==> src/rtl/uart_pkg.sv <==
// Shared types and helpers for the UART frame echo path.
// State encodings are plain constants so older blocks can reuse them.
package uart_pkg;

  typedef enum logic [1:0] {
    PAR_NONE = 2'd0,
    PAR_EVEN = 2'd1,
    PAR_ODD  = 2'd2
  } parity_t;

  typedef logic [2:0] rx_state_t;
  typedef logic [2:0] tx_state_t;

  localparam rx_state_t R_IDLE  = 3'd0;
  localparam rx_state_t R_START = 3'd1;
  localparam rx_state_t R_DATA  = 3'd2;
  localparam rx_state_t R_PAR   = 3'd3;
  localparam rx_state_t R_STOP  = 3'd4;

  localparam tx_state_t T_IDLE  = 3'd0;
  localparam tx_state_t T_START = 3'd1;
  localparam tx_state_t T_DATA  = 3'd2;
  localparam tx_state_t T_PAR   = 3'd3;
  localparam tx_state_t T_STOP  = 3'd4;
  localparam tx_state_t T_GAP   = 3'd5;

  // Bits needed to hold 0..value-1, never narrower than one bit.
  function automatic int clog2(input int value);
    int bits;
    int v;
    bits = 0;
    v = value - 1;
    while (v > 0) begin
      bits++;
      v = v >> 1;
    end
    return (bits < 1) ? 1 : bits;
  endfunction

  // Zero padding above the character width leaves the XOR unchanged.
  function automatic logic parity_of(input logic [8:0] data, input parity_t mode);
    case (mode)
      PAR_EVEN: return ^data;
      PAR_ODD:  return ~^data;
      default:  return 1'b0;
    endcase
  endfunction

endpackage

==> src/rtl/uart_rx_core.sv <==
// UART receiver: 2-flop synchroniser, mid-bit sampling FSM and
// single-cycle valid / framing / parity pulses at the stop sample.
module uart_rx_core
  import uart_pkg::*;
#(
  parameter int CLK_FREQ  = 12000000,
  parameter int BAUD      = 9600,
  parameter int DATA_BITS = 8,
  parameter int PARITY    = 0
) (
  input  logic                 clk,
  input  logic                 nrst,
  input  logic                 rx,
  output logic                 rx_valid,
  output logic [DATA_BITS-1:0] rx_data,
  output logic                 frame_err,
  output logic                 parity_err
);

  localparam int DIV = CLK_FREQ / BAUD;
  localparam int CW  = clog2(DIV);
  localparam int BW  = clog2(DATA_BITS);
  localparam parity_t PMODE = parity_t'(2'(PARITY));
  localparam logic [CW-1:0] HALF = CW'(DIV / 2);
  localparam logic [CW-1:0] FULL = CW'(DIV - 1);
  localparam logic [BW-1:0] LAST = BW'(DATA_BITS - 1);

  logic                 rx_meta, rx_sync, rx_prev;
  rx_state_t            state;
  logic [CW-1:0]        cnt;
  logic [BW-1:0]        bit_idx;
  logic [DATA_BITS-1:0] shreg;
  logic                 par_bit;
  logic                 stop_sample, par_ok;

  always_ff @(posedge clk or negedge nrst) begin
    if (!nrst) begin
      rx_meta <= 1'b1;
      rx_sync <= 1'b1;
      rx_prev <= 1'b1;
    end else begin
      rx_meta <= rx;
      rx_sync <= rx_meta;
      rx_prev <= rx_sync;
    end
  end

  assign stop_sample = (state == R_STOP) && (cnt == '0);
  assign par_ok      = (PMODE == PAR_NONE) || (par_bit == parity_of(9'(shreg), PMODE));
  assign rx_valid    = stop_sample && rx_sync && par_ok;
  assign frame_err   = stop_sample && !rx_sync;
  assign parity_err  = stop_sample && rx_sync && !par_ok;
  assign rx_data     = shreg;

  // Idle re-arms only on a 1->0 edge, so a held-low break after a framing
  // error cannot start a new character until the line has returned high.
  always_ff @(posedge clk or negedge nrst) begin
    if (!nrst) begin
      state   <= R_IDLE;
      cnt     <= '0;
      bit_idx <= '0;
      shreg   <= '0;
      par_bit <= 1'b0;
    end else if (state != R_IDLE && cnt != '0) begin
      cnt <= cnt - 1'b1;
    end else begin
      case (state)
        R_IDLE: begin
          if (rx_prev && !rx_sync) begin
            cnt   <= HALF;
            state <= R_START;
          end
        end
        R_START: begin
          cnt     <= FULL;
          bit_idx <= '0;
          state   <= rx_sync ? R_IDLE : R_DATA;
        end
        R_DATA: begin
          cnt     <= FULL;
          shreg   <= {rx_sync, shreg[DATA_BITS-1:1]};
          bit_idx <= bit_idx + 1'b1;
          if (bit_idx == LAST) state <= (PMODE == PAR_NONE) ? R_STOP : R_PAR;
        end
        R_PAR: begin
          cnt     <= FULL;
          par_bit <= rx_sync;
          state   <= R_STOP;
        end
        default: state <= R_IDLE;
      endcase
    end
  end

endmodule

==> src/rtl/uart_frame_echo.sv <==
// Collects FRAME_BYTES characters (or a timed-out partial frame) from rx
// and retransmits them in arrival order on tx.
module uart_frame_echo
  import uart_pkg::*;
#(
  parameter int CLK_FREQ     = 12000000,
  parameter int BAUD         = 9600,
  parameter int DATA_BITS    = 8,
  parameter int PARITY       = 0,
  parameter int FRAME_BYTES  = 4,
  parameter int TIMEOUT_BITS = 40
) (
  input  logic        clk,
  input  logic        nrst,
  input  logic        rx,
  output logic        tx,
  output logic        rx_mon,
  output logic        tx_mon,
  output logic        busy,
  output logic        frame_err,
  output logic        parity_err,
  output logic        overrun,
  output logic [15:0] frame_cnt
);

  localparam int DIV = CLK_FREQ / BAUD;
  localparam int CW  = clog2(DIV);
  localparam int AW  = clog2(FRAME_BYTES);
  localparam int IW  = clog2(FRAME_BYTES + 1);
  localparam int TW  = clog2(TIMEOUT_BITS + 1);
  localparam int BW  = clog2(DATA_BITS);
  localparam parity_t PMODE = parity_t'(2'(PARITY));
  localparam logic [CW-1:0] FULL     = CW'(DIV - 1);
  localparam logic [BW-1:0] LAST     = BW'(DATA_BITS - 1);
  localparam logic [IW-1:0] FB       = IW'(FRAME_BYTES);
  localparam logic [TW-1:0] TO_LIMIT = TW'(TIMEOUT_BITS);
  localparam logic [AW-1:0] FIRST    = '0;

  logic                 rx_valid;
  logic [DATA_BITS-1:0] rx_data;
  logic [DATA_BITS-1:0] buf_mem [2**AW];
  logic [IW-1:0]        wr_idx, send_cnt;
  logic [AW-1:0]        rd_idx;
  logic [CW-1:0]        to_div, tcnt;
  logic [TW-1:0]        to_cnt;
  tx_state_t            tstate;
  logic [BW-1:0]        tbit;
  logic [DATA_BITS-1:0] tx_shift;
  logic                 tx_par;
  logic                 to_active, start_full, start_to, tx_start, last_char, tx_done;

  uart_rx_core #(
    .CLK_FREQ (CLK_FREQ),
    .BAUD     (BAUD),
    .DATA_BITS(DATA_BITS),
    .PARITY   (PARITY)
  ) u_rx (
    .clk       (clk),
    .nrst      (nrst),
    .rx        (rx),
    .rx_valid  (rx_valid),
    .rx_data   (rx_data),
    .frame_err (frame_err),
    .parity_err(parity_err)
  );

  assign rx_mon = rx;
  assign tx_mon = tx;

  // A character written this cycle beats a timeout expiring in the same cycle.
  assign to_active  = !busy && (wr_idx != '0) && (wr_idx < FB);
  assign start_full = !busy && (wr_idx == FB);
  assign start_to   = (TIMEOUT_BITS != 0) && to_active && (to_cnt == TO_LIMIT) && !rx_valid;
  assign tx_start   = start_full || start_to;
  assign last_char  = (IW'(rd_idx) + IW'(1)) == send_cnt;
  assign tx_done    = (tstate == T_GAP) && (tcnt == '0) && last_char;

  always_ff @(posedge clk or negedge nrst) begin
    if (!nrst) begin
      buf_mem <= '{default: '0};
      wr_idx  <= '0;
      overrun <= 1'b0;
      to_div  <= '0;
      to_cnt  <= '0;
    end else begin
      if (rx_valid && (busy || wr_idx >= FB)) overrun <= 1'b1;
      if (rx_valid && !busy && wr_idx < FB) begin
        buf_mem[wr_idx[AW-1:0]] <= rx_data;
        wr_idx <= wr_idx + 1'b1;
      end else if (tx_done) begin
        wr_idx <= '0;
      end
      if (!to_active || rx_valid || tx_start) begin
        to_div <= '0;
        to_cnt <= '0;
      end else if (to_cnt != TO_LIMIT) begin
        if (to_div == FULL) begin
          to_div <= '0;
          to_cnt <= to_cnt + 1'b1;
        end else begin
          to_div <= to_div + 1'b1;
        end
      end
    end
  end

  // Every TX state lasts DIV clocks; the gap state adds one idle bit-time
  // between characters before the next start bit or the end of the frame.
  always_ff @(posedge clk or negedge nrst) begin
    if (!nrst) begin
      tstate    <= T_IDLE;
      tcnt      <= '0;
      tbit      <= '0;
      rd_idx    <= '0;
      send_cnt  <= '0;
      tx_shift  <= '0;
      tx_par    <= 1'b0;
      tx        <= 1'b1;
      busy      <= 1'b0;
      frame_cnt <= '0;
    end else if (tx_start) begin
      busy     <= 1'b1;
      tstate   <= T_START;
      tcnt     <= FULL;
      tx       <= 1'b0;
      rd_idx   <= '0;
      send_cnt <= start_full ? FB : wr_idx;
      tx_shift <= buf_mem[FIRST];
      tx_par   <= parity_of(9'(buf_mem[FIRST]), PMODE);
    end else if (tstate != T_IDLE) begin
      if (tcnt != '0) begin
        tcnt <= tcnt - 1'b1;
      end else begin
        tcnt <= FULL;
        case (tstate)
          T_START: begin
            tstate <= T_DATA;
            tbit   <= '0;
            tx     <= tx_shift[0];
          end
          T_DATA: begin
            if (tbit == LAST) begin
              tstate <= (PMODE == PAR_NONE) ? T_STOP : T_PAR;
              tx     <= (PMODE == PAR_NONE) ? 1'b1 : tx_par;
            end else begin
              tbit     <= tbit + 1'b1;
              tx_shift <= tx_shift >> 1;
              tx       <= tx_shift[1];
            end
          end
          T_PAR: begin
            tstate <= T_STOP;
            tx     <= 1'b1;
          end
          T_STOP: begin
            tstate <= T_GAP;
            tx     <= 1'b1;
          end
          T_GAP: begin
            if (last_char) begin
              tstate    <= T_IDLE;
              busy      <= 1'b0;
              frame_cnt <= frame_cnt + 1'b1;
            end else begin
              tstate   <= T_START;
              tx       <= 1'b0;
              rd_idx   <= rd_idx + 1'b1;
              tx_shift <= buf_mem[rd_idx + 1'b1];
              tx_par   <= parity_of(9'(buf_mem[rd_idx + 1'b1]), PMODE);
            end
          end
          default: tstate <= T_IDLE;
        endcase
      end
    end
  end

endmodule

==> config.mk <==
export PLATFORM = sky130hd
export DESIGN_NAME = uart_frame_echo
export DESIGN_NICKNAME = d
export VERILOG_FILES = /design/src/rtl/uart_pkg.sv /design/src/rtl/uart_rx_core.sv /design/src/rtl/uart_frame_echo.sv
export SDC_FILE = /design/constraint.sdc
export NUM_CORES = 1
export LEC_CHECK = 0
export CELL_PAD_IN_SITES_DETAIL_PLACEMENT = 0
export CELL_PAD_IN_SITES_GLOBAL_PLACEMENT = 1
export CORE_ASPECT_RATIO = 1.1
export CORE_MARGIN = 5
export CORE_UTILIZATION = 28
export DETAILED_ROUTE_END_ITERATION = 10
export PLACE_DENSITY_LB_ADDON = 0.1
export SETUP_SLACK_MARGIN = 0.1
export SLEW_MARGIN = 20
export SYNTH_ARGS = -nofsm -noshare
export SYNTH_HDL_FRONTEND = slang
export SYNTH_SLANG_ARGS = --single-unit
export TNS_END_PERCENT = 50
==> constraint.sdc <==
create_clock -name clk -period 2.82 [get_ports clk]
set_clock_uncertainty 0.1 [all_clocks]
set_input_delay 0.705 -clock clk [delete_from_list [all_inputs] [get_ports clk]]
set_output_delay 0.705 -clock clk [all_outputs]
set_load 0.02 [all_outputs]
==> results.ini, run 1 <==
[run_status]
status = finished clean

[placed_design]
numPortBuffers = 24
dp_slack_ns = 0.130
gp_congestion = 0.784
dp_cells = 922
dp_hpwl_um = 10800

[power]
power.share.clock = 0.481
peakVddDrop_mv = 0.323
pwr-share-comb = 0.076
p_sw_frac = 0.258
p_int_mw = 3.39
total_power_mw = 4.56
p_leak_nw = 3.60
switching_power_mw = 1.18
power_density_nw_per_um2 = 580
sequentialPowerShare = 0.443

[worst_setup_path]
path_class = input port to output port
crit_buf_inv = 2
arrival_ns = 1.79
crit_top_cell = clkdlybuf4s50_1
critPathTopFamily = buffers and inverters
worstSetupEndpointType = output port
rrSetupSlack_ns = 0.23
critPathSlowestCell = clkdlybuf4s50_1
critical_path.cell_chain = clkdlybuf4s50_1 > clkdlybuf4s50_1
cp_max_fo = 2
cp.required_ns = 2.02
r2r_end = frame_cnt[8]$_DFFE_PN0P_
start_kind = input port
r2r_cells = 7
rr_startpoint = tcnt[0]$_DFFE_PN0P_
max_stage_delay_ns = 0.61

[synth]
ys_seq_area_frac = 0.490
ys.warnings.count = 0
syn_inst = 593
netlist_top_cells_count = dfrtp_1, nor2_1, mux2_2, nand2_1, xor2_1
syn_avg_cell_area_um2 = 11.1
synth_edf_count = 0
synth-seq-cells = 129
netlist.area_leader.share = 0.474
ys_types = 67
synth_fp_nets = 615
synth_most_common_cell = dfrtp_1
async_reset_ff_frac = 1.00
synth_area_um2 = 6600
synthTopCellsByArea = dfrtp_1, mux2_2, ha_1
synthFlopType = dfrtp_1
synth_top_cell_by_area = dfrtp_1

[route]
routed_wl_um = 15200
top_layer = met4
vias_per_cell = 4.83
wl_per_cell_um = 16.0
dr_wl_met3_um = 519
wl_met1_um = 6990
drt_iter0_drc = 178
ant_nets = 0
drc = 0
vias = 4606
dr.pass1.iters = 4
wl_met2_um = 7560

[timing]
fin_crit_ns = 2.60
fin_crit_sh = 0.921
fin_tns_setup_ns = 0
setup_viol = 0
rsz0062_at_grt = yes
worst_slack_ns = 0.224
finalHoldViolations = 0
maxSlewViolCount = 0
worst_pin_slew_ns = 0.843
slew_headroom = 0.435
fmax_mhz = 385

[layout]
stdcell_count = 954
num_antenna_cells = 0
drive_gt1_frac = 0.217
nets = 658
area_growth_pct = 19.2

[cts]
clock-root-buffer = clkbuf_16
post_cts_buffers = 0
clk_pin_slew_worst_paths_ns = 0.06
clock-sinks = 129
cts_tree = done
clock_latency_ns = 0.42
htree_levels = 4
hold_buffers = 0
numCtsBuffers = 17
cts_buffer_depth = 2

[run]
drv_cap = 0

[worst_hold_path]
hp-class = input port to asynchronous set/reset pin

[floorplanning]
initial_core_util = 0.281
dieWidth_um = 156
fp.dieArea_um2 = 26700
pin_count = 26
rows = 59
fp.dieH_um = 171
core-area_um2 = 23500

[global_routing]
grt_max_degree = 48
grt_pass1_vias = 4985
track_usage = 0.124
antenna_found_initial = 0
grt_first_pass_wirelength_um = 26200
grt_remaining_overflow = 0

[metrics by stage]
step                       util  area [um2]  hold WS, ns
after floorplan               -        6600        0.245
after global placement    0.310        7280        0.248
after detailed placement  0.310        7280        0.248
after CTS                 0.335        7860        0.140
after global routing      0.335        7870        0.153
final                     0.335        7870        0.124
[layout by cell type (no fill, tap or decap), types with 5 or more instances in the layout]
cell and instances:
xnor2_1 16, inv_1 17, xor2_1 23, ha_1 19
nand4_1 8, a31oi_1 7, o21ai_1 6, nor4_1 5
clkdlybuf4s50_1 22, nand3_1 18, mux2_2 49, o21ai_0 20
mux2i_1 12, and3_1 7, mux4_1 7, clkbuf_16 17
dfrtp_1 125, or3_1 6, nand2_1 49, nor4_2 9
nor3_1 20, nand3b_1 5, nor2_1 54, a21oi_1 16
buf_4 25
[flip-flops by register name, summed over array words and instances, names as in the netlist, 2 cells and up]
register and flops:
buf_mem 32, frame_cnt 16, tcnt 11, to_div 11, u_rx.cnt 11, tx_shift 8
u_rx.rx_data 8, to_cnt 6, send_cnt 3, tbit 3, tstate 3, u_rx.bit_idx 3
u_rx.state 3, wr_idx 3, rd_idx 2
[area by class of cell]
type	instances	area, um2
Multi-Input combinational cell	422	3160
Inverter	17	63.8
Clock inverter	15	159
Clock buffer	17	425
Sequential cell	129	3230
Timing Repair Buffer	49	439
Tap cell	305	382
Fill cell	2402	15600
[routing by layer]
layer	vias to the layer above	GRT usage
li1	2217	-
met1	2309	0.155
met2	63	0.211
met3	17	0.0331
met4	0	0.0321
met5	-	0
[cell families after synthesis]
group | after synthesis | synth area share
flip-flops | 129 | 0.490
buffers and inverters | 42 | 0.0313
adder cells (fa/ha/maj) | 19 | 0.0360
AND/OR/NAND/NOR | 217 | 0.182
XOR/XNOR | 39 | 0.0518
AO/OA/AOI/OAI | 76 | 0.0738
multiplexers | 70 | 0.135
other | 1 | 0.000568
[worst max-delay path by stage]
| stage | slack, ns | from | cells after the start | endpoint |
|---|---|---|---|---|
| after floorplan | 0.30 | u_rx.cnt[0]$_DFFE_PN0P_ | 5 | frame_err |
| after global placement | 0.11 | u_rx.cnt[0]$_DFFE_PN0P_ | 6 | frame_err |
| after detailed placement | 0.13 | u_rx.cnt[0]$_DFFE_PN0P_ | 6 | frame_err |
| after CTS | 0.12 | u_rx.cnt[0]$_DFFE_PN0P_ | 6 | frame_err |
| after global routing | 0.07 | tcnt[0]$_DFFE_PN0P_ | 7 | frame_cnt[8]$_DFFE_PN0P_ |
| final | 0.22 | rx | 2 | rx_mon |
[power by group through the flow]
stage / sequential, mW / combinational [mW] / clock [mW]
5_1_grt: 2.03 / 0.405 / 2.36
4_1_cts: 2.02 / 0.353 / 2.27
3_3_place_gp: 2.05 / 0.351 / 0
3_5_place_dp: 2.05 / 0.353 / 0
2_1_floorplan: 2.03 / 0.223 / 0
6_report: 2.02 / 0.346 / 2.19
[repair_timing]
item                                    in CTS  in global routing
gates resized for setup                      6                  1
endpoints found under the setup margin       1                  2
pin swaps                                    0                  2
Note: power is estimated with default switching activity, not from simulation.
==> run 2: changes to the inputs <==
CORE_ASPECT_RATIO = 0.75   (was 1.1)
CORE_UTILIZATION = 49   (was 28)
==> run 2 against run 1 <==
Wire length is 10% lower. Final area is 1.7% lower. Clock power hardly changed. Sequential share of layout area is 0.73 points higher. Critical path type is now flop to output port. Largest power group unchanged.
==> results.ini, run 2 (synthesis results as in run 1) <==
[route]
vias_per_cell = 5.54  ; +15%
drc = 0  ; unchanged
drt_iter0_drc = 290  ; +63%
vias = 4556  ; -1.1%
ant_nets = 0  ; unchanged
wl_per_cell_um = 16.6  ; +4.1%
routed_wl_um = 13700  ; -10%
dr.pass1.iters = 4  ; unchanged

[run]
drv_cap = 0  ; unchanged

[layout]
final_cell_mix = dfrtp_1, nor2_1, nand2_1, mux2_2, buf_4
top_register = buf_mem
area_growth_pct = 17.1
seqCellArea_um2 = 3230  ; unchanged
reg_top3 = buf_mem (32), frame_cnt (16)
num_antenna_cells = 0  ; unchanged
largest_register_ffs = 32  ; unchanged
layout_commonest_cell = dfrtp_1
utilization = 0.590  ; +0.255
stdcell_count = 822  ; -14%
multi_input_area_um2 = 3180  ; +0.44%
nets = 660  ; +0.30%
drive_gt1_frac = 0.217  ; -0.000667
fill_cells = 1081  ; -55%

[global_routing]
antenna_found_initial = 0  ; unchanged
use_met3 = 0.0532  ; +0.0200
met1_usage = 0.281  ; +0.126
grt_first_pass_wirelength_um = 23200  ; -11%
grt_max_degree = 64  ; +33%
grt_remaining_overflow = 0  ; unchanged
grt_pass1_vias = 4512  ; -9.5%
track_usage = 0.184  ; +0.0607
use_met2 = 0.258  ; +0.0469
busiest_layer = met1

[worst_setup_path]
critPathTopFamily = simple AND/OR/NAND/NOR gates
r2r_end = buf_mem[8]$_DFFE_PN0P_
crit_buf_inv = 2  ; unchanged
cp.required_ns = 2.02  ; about the same
critical_path.cell_chain = inv_1 > ha_1 > nor4b_4 > nand3_2 > nor3_2 > buf_2
arrival_ns = 1.79  ; about the same
cp.depth = 6  ; +4
start_kind = flop
critPathSlowestCell = dfrtp_1
worstSetupEndpointType = output port
r2r_cells = 6  ; -1
rrSetupSlack_ns = 0.24  ; about the same
cp_max_fo = 3  ; +1
crit_path_start = u_rx.cnt[1]$_DFFE_PN0P_
path_class = flop to output port
crit_end = frame_err
rr_startpoint = u_rx.rx_sync$_DFF_PN1_
max_stage_delay_ns = 0.37  ; -0.24 ns

[timing]
fin_crit_sh = 0.921  ; about the same
maxSlewViolCount = 0  ; unchanged
fin_tns_setup_ns = 0  ; unchanged
rsz0062_at_grt = yes
slew_headroom = 0.417  ; -0.0188
worst_pin_slew_ns = 0.871  ; +0.0281 ns
timing.hold.ws_ns = 0.105  ; -0.0189 ns
finalHoldViolations = 0  ; unchanged
setup_viol = 0  ; unchanged
fmax_mhz = 385  ; about the same
fin_crit_ns = 2.60  ; +0.000448 ns

[floorplanning]
initial_core_util = 0.503  ; +0.222
rows = 36  ; -39%
pin_count = 26  ; unchanged
dieWidth_um = 144  ; -7.9%
core-area_um2 = 13100  ; -44%
fp.dieArea_um2 = 15900  ; -40%
fp.dieH_um = 110  ; -35%

[cts]
numCtsBuffers = 17  ; unchanged
cts_buffer_depth = 2  ; unchanged
htree_levels = 4  ; unchanged
cts_tree = done
clock_latency_ns = 0.42  ; about the same
clk_pin_slew_worst_paths_ns = 0.05  ; about the same
clock-sinks = 129  ; unchanged
clock-root-buffer = clkbuf_16

[power]
switching_power_mw = 1.08  ; -7.8%
power.share.clock = 0.473  ; -0.008
p_int_mw = 3.48  ; +2.9%
p_sw_frac = 0.237  ; -0.0204
power_density_nw_per_um2 = 591  ; +1.9%
p_leak_nw = 3.62  ; +0.60%
peakVddDrop_mv = 0.429  ; +33%
sequentialPowerShare = 0.442  ; about the same
pwr-share-comb = 0.084  ; +0.008

[placed_design]
gp_congestion = 0.838  ; +6.8%
dp_cells = 789  ; -14%
dp_hpwl_um = 9490  ; -12%
numPortBuffers = 24  ; unchanged

[run_status]
status = finished clean

[worst_hold_path]
hp-class = input port to asynchronous set/reset pin

==> run 2: changes by cell type in the layout (fill, tap and decap cells not counted), sizes merged <==
cell / before / now
clkinvlp: 3 / 2
inv: 21 / 18
buf: 27 / 29
bufinv: 2 / 3
clkbuf: 17 / 20
==> run 2: through the flow <==
stage	total power [mW]	worst slack (ns)	cell area [um2]
6_report	4.57	0.223	7730
5_1_grt	4.76	0.0965	7730
4_1_cts	4.62	0.168	7720
3_5_place_dp	2.42	0.0107	7130
3_3_place_gp	2.41	0.0394	7130
2_1_floorplan	2.26	0.303	6600
==> run 2: cell type report <==
cell class	instances	share of cell area
Tap cell	171	0.0277
Clock buffer	20	0.0565
Multi-Input combinational cell	422	0.411
Clock inverter	12	0.0186
Inverter	17	0.00826
Sequential cell	129	0.418
Timing Repair Buffer	51	0.0596
==> run 2: worst min path at each step <==
stage	from	end	slack, ns	cells past startpoint
finish	nrst	frame_cnt[13]$_DFFE_PN0P_	0.11	1
CTS	nrst	frame_cnt[13]$_DFFE_PN0P_	0.10	1
global placement	u_rx.rx_meta$_DFF_PN1_	u_rx.rx_sync$_DFF_PN1_	0.26	0
floorplan	u_rx.rx_meta$_DFF_PN1_	u_rx.rx_sync$_DFF_PN1_	0.25	0
global route	nrst	frame_cnt[13]$_DFFE_PN0P_	0.12	1
detailed placement	u_rx.rx_meta$_DFF_PN1_	u_rx.rx_sync$_DFF_PN1_	0.27	0
==> run 2: power by group through the flow <==
stage	combinational (mW)	sequential, mW	clock, mW
6_report	0.384	2.02	2.16
3_5_place_dp	0.380	2.04	0
2_1_floorplan	0.223	2.03	0
4_1_cts	0.385	2.02	2.21
5_1_grt	0.432	2.03	2.29
3_3_place_gp	0.370	2.04	0
==> run 2: what timing repair did <==
action,in CTS,in global routing
setup buffers,0,1
hold buffers,0,0
endpoints found under the setup margin,1,3
cloned,0,0
pin swaps,1,1
hold endpoints to repair,0,0
resized for setup,7,1
==> run 2: metal layers <==
metal  wire length, um  vias up  part of all wire
met5                 0        -                 0
met4               152        0             0.011
met3               449       18             0.033
met2              5830       64              0.43
met1              7240     2256              0.53
li1                  -     2218                 -
==> run 3: changes to the inputs <==
SLEW_MARGIN = 30   (was 20)
==> results of run 3 <==
Final layout, timing and power as in run 2 (identical DEF).
